==> config.mk <==
export PLATFORM = sky130hd
export DESIGN_NAME = lvda_int_countdn_ctrl
export DESIGN_NICKNAME = d
export VERILOG_FILES = /design/src/rtl/lvda_int_countdn_ctrl.sv
export SDC_FILE = /design/constraint.sdc
export NUM_CORES = 1
export LEC_CHECK = 0
export CAP_MARGIN = 20
export CORE_UTILIZATION = 35
export CTS_BUF_LIST = sky130_fd_sc_hd__clkbuf_8
export DETAILED_ROUTE_END_ITERATION = 10
export GPL_TIMING_DRIVEN = 0
export HOLD_SLACK_MARGIN = 0.06
export MAX_ROUTING_LAYER = met4
export PLACE_DENSITY = 0.68
export SLEW_MARGIN = 10
export SYNTH_ARGS = -nofsm -noshare
export SYNTH_HDL_FRONTEND = slang
export SYNTH_SLANG_ARGS = --single-unit
==> constraint.sdc <==
create_clock -name SIM_CLK -period 1.6 [get_ports SIM_CLK]
set_clock_uncertainty 0.15 [all_clocks]
set_input_delay 0.32 -clock SIM_CLK [delete_from_list [all_inputs] [get_ports SIM_CLK]]
set_output_delay 0.32 -clock SIM_CLK [all_outputs]
set_load 0.05 [all_outputs]
==> src/rtl/lvda_int_countdn_ctrl.sv <==
// -----------------------------------------------------------------------------
// lvda_int_countdn_ctrl
//
// Interrupt collection and countdown timer for the LVDA.
//   - Rising edges on INTR (examined only in SAMP cycles) latch pending bits.
//   - A loadable countdown timer raises pending bit NUM_INTR on expiry.
//   - Pending sources, qualified by MASK, drive a single request SINT with
//     the ID of the lowest-index unmasked pending source on INT_ID.
//   - ACK clears the pending bit currently named by INT_ID.
//
// Ports:
//   SIM_CLK   in   1           system clock, rising edge
//   SIM_RST   in   1           asynchronous active-high reset
//   SAMP      in   1           sampling strobe for INTR
//   INTR      in   NUM_INTR    external interrupt lines (levels)
//   MASK      in   NUM_INTR+1  per-source mask, 1 = blocked from SINT
//   ACK       in   1           clear pending bit INT_ID (when SINT=1)
//   CNT_LOAD  in   1           load CNT_VAL into the counter
//   CNT_VAL   in   CNT_W       counter load value
//   CNT_STEP  in   1           countdown tick
//   SINT      out  1           interrupt request
//   INT_ID    out  ID_W        highest-priority unmasked pending source
//   INT_PEND  out  NUM_INTR+1  raw pending register
//   CNT       out  CNT_W       current counter value
//   TC_DONE   out  1           one-cycle pulse on timer expiry
// -----------------------------------------------------------------------------
module lvda_int_countdn_ctrl #(
  parameter int NUM_INTR = 7,
  parameter int CNT_W    = 8,
  parameter int ID_W     = 3
) (
  input  logic                SIM_CLK,
  input  logic                SIM_RST,
  input  logic                SAMP,
  input  logic [NUM_INTR-1:0] INTR,
  input  logic [NUM_INTR:0]   MASK,
  input  logic                ACK,
  input  logic                CNT_LOAD,
  input  logic [CNT_W-1:0]    CNT_VAL,
  input  logic                CNT_STEP,
  output logic                SINT,
  output logic [ID_W-1:0]     INT_ID,
  output logic [NUM_INTR:0]   INT_PEND,
  output logic [CNT_W-1:0]    CNT,
  output logic                TC_DONE
);

  localparam int NUM_SRC = NUM_INTR + 1;

  typedef enum logic {
    IDLE = 1'b0,
    RUN  = 1'b1
  } tmr_state_t;

  tmr_state_t          state, state_next;
  logic [CNT_W-1:0]    cnt, cnt_next;
  logic                expire;
  logic                tc_done;

  logic [NUM_INTR-1:0] prev;
  logic [NUM_SRC-1:0]  pend;
  logic [NUM_SRC-1:0]  active;
  logic [NUM_SRC-1:0]  set_vec;
  logic [NUM_SRC-1:0]  clr_vec;
  logic [ID_W-1:0]     int_id;
  logic                sint;

  // ---------------------------------------------------------------------------
  // Request and priority encode (lowest index wins, timer last)
  // ---------------------------------------------------------------------------
  assign active = pend & ~MASK;
  assign sint   = |active;

  // NOTE: every output of an always_comb gets a default first so no path
  // leaves it unassigned; otherwise synthesis infers a latch.
  always_comb begin
    int_id = '0;
    // Scan downward so the last hit written is the lowest active index.
    for (int i = NUM_SRC - 1; i >= 0; i--) begin
      if (active[i]) int_id = ID_W'(i);
    end
  end

  // ---------------------------------------------------------------------------
  // Pending set/clear. Set is OR-ed after clear so a simultaneous new edge
  // and acknowledge of the same bit leaves it pending.
  // ---------------------------------------------------------------------------
  always_comb begin
    clr_vec = '0;
    for (int i = 0; i < NUM_SRC; i++) begin
      clr_vec[i] = ACK && sint && (int_id == ID_W'(i));
    end
  end

  assign set_vec = {expire, (SAMP ? (INTR & ~prev) : '0)};

  // NOTE: sequential state uses non-blocking assignments so every register
  // samples the pre-edge values of the others, matching the hardware.
  always_ff @(posedge SIM_CLK or posedge SIM_RST) begin
    if (SIM_RST) begin
      prev <= '0;
      pend <= '0;
    end else begin
      if (SAMP) prev <= INTR;
      pend <= (pend & ~clr_vec) | set_vec;
    end
  end

  // ---------------------------------------------------------------------------
  // Countdown timer FSM
  // ---------------------------------------------------------------------------
  always_ff @(posedge SIM_CLK or posedge SIM_RST) begin
    if (SIM_RST) begin
      state   <= IDLE;
      cnt     <= '0;
      tc_done <= 1'b0;
    end else begin
      state   <= state_next;
      cnt     <= cnt_next;
      tc_done <= expire;
    end
  end

  always_comb begin
    state_next = state;
    cnt_next   = cnt;
    expire     = 1'b0;
    if (CNT_LOAD) begin
      // Load has priority over a step in the same cycle; zero parks the
      // timer without raising an interrupt.
      cnt_next   = CNT_VAL;
      state_next = (CNT_VAL != '0) ? RUN : IDLE;
    end else if (state == RUN && CNT_STEP) begin
      cnt_next = cnt - CNT_W'(1);
      if (cnt == CNT_W'(1)) begin
        state_next = IDLE;
        expire     = 1'b1;
      end
    end
  end

  // ---------------------------------------------------------------------------
  // Outputs
  // ---------------------------------------------------------------------------
  assign SINT     = sint;
  assign INT_ID   = int_id;
  assign INT_PEND = pend;
  assign CNT      = cnt;
  assign TC_DONE  = tc_done;

endmodule

==> results of run 1 <==
## critical path: stages (launching register included)
cell,delay [ns]
dfrtp_2,0.41
nor2b_4,0.13
o31a_1,0.27
o211a_4,0.26
clkinvlp_4,0.07
buf_8,0.13
## how the worst max path moves through the flow
stage | to | slack, ns | cells after the start
3_5_place_dp | INT_ID[0] | -1.22 | 6
4_1_cts | INT_ID[0] | -0.40 | 5
6_report | INT_ID[0] | -0.41 | 5
2_1_floorplan | INT_ID[0] | -0.24 | 4
5_1_grt | INT_ID[0] | -0.47 | 5
3_3_place_gp | INT_ID[0] | -1.21 | 6
## repair_timing
item | 4_1_cts | 5_1_grt
resized for setup | 112 | 13
endpoints found under the setup margin | 30 | 17
buffers inserted | 16 | 4
pin swaps | 9 | 7
gates cloned | 0 | 0
## per-stage QoR
step / setup TNS [ns] / instance area (um^2) / hold WS [ns] / instances / setup slack [ns]
3_3_place_gp: -11.47 / 2000 / 0.321 / 245 / -1.21
6_report: -1.72 / 2370 / 0.149 / 269 / -0.413
5_1_grt: -2.22 / 2370 / 0.170 / 269 / -0.467
3_5_place_dp: -13.10 / 2000 / 0.346 / 245 / -1.22
2_1_floorplan: -1.16 / 1460 / 0.196 / 149 / -0.241
4_1_cts: -2.00 / 2290 / 0.287 / 265 / -0.398
## synthesized netlist by cell type (3+ instances only)
| cell | count |
|---|---|
| nor3_1 | 5 |
| nor2_1 | 7 |
| nand3_1 | 6 |
| clkbuf_1 | 3 |
| nand2_1 | 20 |
| nand2b_1 | 7 |
| o21ai_0 | 16 |
| nor4_1 | 4 |
| xnor2_1 | 6 |
| a21oi_1 | 3 |
| nor2b_1 | 4 |
| nand3b_1 | 3 |
| inv_1 | 14 |
| dfrtp_1 | 25 |
## area by class of cell
| type | instances | area (um^2) | share of cell area [%] |
|---|---|---|---|
| Multi-Input combinational cell | 107 | 891 | 37.6 |
| Timing Repair Buffer | 68 | 658 | 27.8 |
| Clock buffer | 3 | 41.3 | 1.74 |
| Inverter | 14 | 56.3 | 2.38 |
| Sequential cell | 25 | 643 | 27.2 |
| Clock inverter | 1 | 5.00 | 0.211 |
| Buffer | 3 | 12.5 | 0.529 |
| Tap cell | 48 | 60.1 | 2.54 |
## where the power goes
group	total [mW]	internal, mW	switching [mW]
combinational	1.15	0.478	0.671
sequential	0.813	0.721	0.0927
clock	0.377	0.174	0.203
## metal layers
layer | GRT usage, % | up-vias
met2 | 38.8 | 42
met4 | 6.11 | 0
met1 | 24.1 | 650
met5 | - | -
li1 | - | 669
met3 | 2.68 | 9
## sequential cells by signal, indices dropped and copies added (netlist names)
name      flops
CNT           8
INT_PEND      8
TC_DONE       1
prev          7
state         1
## kinds of logic (layout without fill, tap and decap cells)
logic type      Yosys count  after routing  share of synthesized area (%)
simple gates             61             61                           24.6
xor+xnor                  7              7                           4.52
mux                       1              1                          0.830
fa+ha+maj                 2              2                           1.84
buf+inv                  17             89                           4.70
compound gates           36             36                           17.3
flops                    25             25                           46.1
==> summary.txt, run 1 <==
Detailed routing
  • DRT iter0 DRCs: 46
  • First-pass DRT Iterations: 4
  • WL met3: around 180 um
  • DRC viols: 0
  • Top Layer Used: met4
  • Antenna Nets Post-Route: 0
  • Met1 WL: 1.56 mm
  • Number of vias per cell: 5.09
  • Wirelength per Cell: 14.3 um
  • Met2 wire len: 2.05 mm
  • Vias: approximately 1400
  • Total wire length: between 3 and 4 mm

Setup path
  • R2r endpoint: INT_PEND[5]
  • Crit path from: INT_PEND[6]
  • CP max FO: 3
  • CP required: ~1.1 ns
  • CP startpoint kind: flip-flop
  • R2r startpoint: INT_PEND[6]
  • WS Path Type: flip-flop to output port
  • WP data arrival: ~1.5 ns
  • R2R depth: 5
  • R2r setup slk: -0.17 ns
  • Setup crit end kind: output port

Power
  • VDD IR-drop max: 470 uV
  • Pwr dens: 988 mW/mm^2
  • Total power: 2.34 mW
  • Leakage: around 1.0 nW

Synthesis
  • Ys Warns: 0
  • Leading post-synthesis cells by cell area: dfrtp_1, o21ai_0, nand2_1
  • Synth Instances: roughly 150
  • Synthesized area: 0.00136 mm^2
  • Top cell type's share of synthesized area: 46.1%
  • Syn Nets: 180
  • Async SR Flop Fraction: 100%
  • Seq/Total Area, Yosys: a little under half
  • Distinct cells, synth: 35
  • Yosys top cell by area: dfrtp_1
  • EDFF count, synth: 0
  • FF+latch count, synth: 25
  • Avg Cell Area, Syn: between 9 and 10 um^2
  • Ys flop type: dfrtp_1

Layout
  • Final Util: approximately 64%
  • Commonest non-fill, non-tap cell in the layout: buf_4
  • Area growth from synthesis to layout: 74.5%
  • ANT cells: 0
  • Most frequent cells in the layout: buf_4, clkdlybuf4s50_1, nand2_1, o21ai_0, dfrtp_2
  • # fillers: between 300 and 400
  • Share of cells above drive strength 1: 41.6%
  • Fin nets: around 250

Clock tree
  • Worst-Skew Late Latency: roughly 0.27 ns
  • H-tree Lvls: 1
  • Clock root buffer: clkbuf_8
  • Clk sink count: 25
  • CTS tree: done
  • Num CTS Buffers: 3
  • Hold buffer count at cts: 0
  • Worst-path clk slew: 0.09 ns
  • Longest Clk Path Bufs: 2

Timing
  • Least-Margin Pin Slew: a little under 0.5 ns
  • Unrepaired setup endpoints after global routing: true
  • Min Tclk post-route: just over 2 ns
  • Slew margin rel.: around two thirds
  • Post-route setup slack: -0.413 ns
  • Final Hold Fails: 0
  • Slew Viols, Final: 0
  • Fmax: around 500 MHz
  • Final setup vio count: 9
  • Fin crit share: 126%

Floorplanning
  • Rows: 22
  • Starting Density: 36.8%
  • IO Pins: 50
  • Overall die width: 64.3 um
  • Chip Height: about 64 um
  • Core area: between 0.003 and 0.004 mm^2
  • Die area: roughly 0.0041 mm^2

Global route
  • Total gr overflow: 0
  • GRT Util Overall: about a fifth
  • Vias in the first global route: 1447
  • Largest net degree at the start of global routing: 26
  • Global-route wire length before repair: between 6 and 7 mm
  • Initial antenna violation count: 0

Min path
  • Hold Crit Class: primary input to async pin

Place
  • RD Place Congestion: 0.838
  • Final HPWL DP: about 2.7 mm
  • PortBufs: 48

Job
  • Max_cap viols: 0

Outcome
  • Status: finished with violations
  • Failing checks: negative setup slack
No activity file was read; power rests on OpenSTA's default activity.
==> run 2: changes to the inputs <==
CTS_CLUSTER_DIAMETER = 80   (was default)
==> results of run 2 <==
No change in the layout: final DEF, timing and power equal those of run 1.
==> run 3: changes to the inputs <==
HOLD_SLACK_MARGIN = default   (was 0.06)
==> results of run 3 <==
No change in the layout: final DEF, timing and power equal those of run 1.
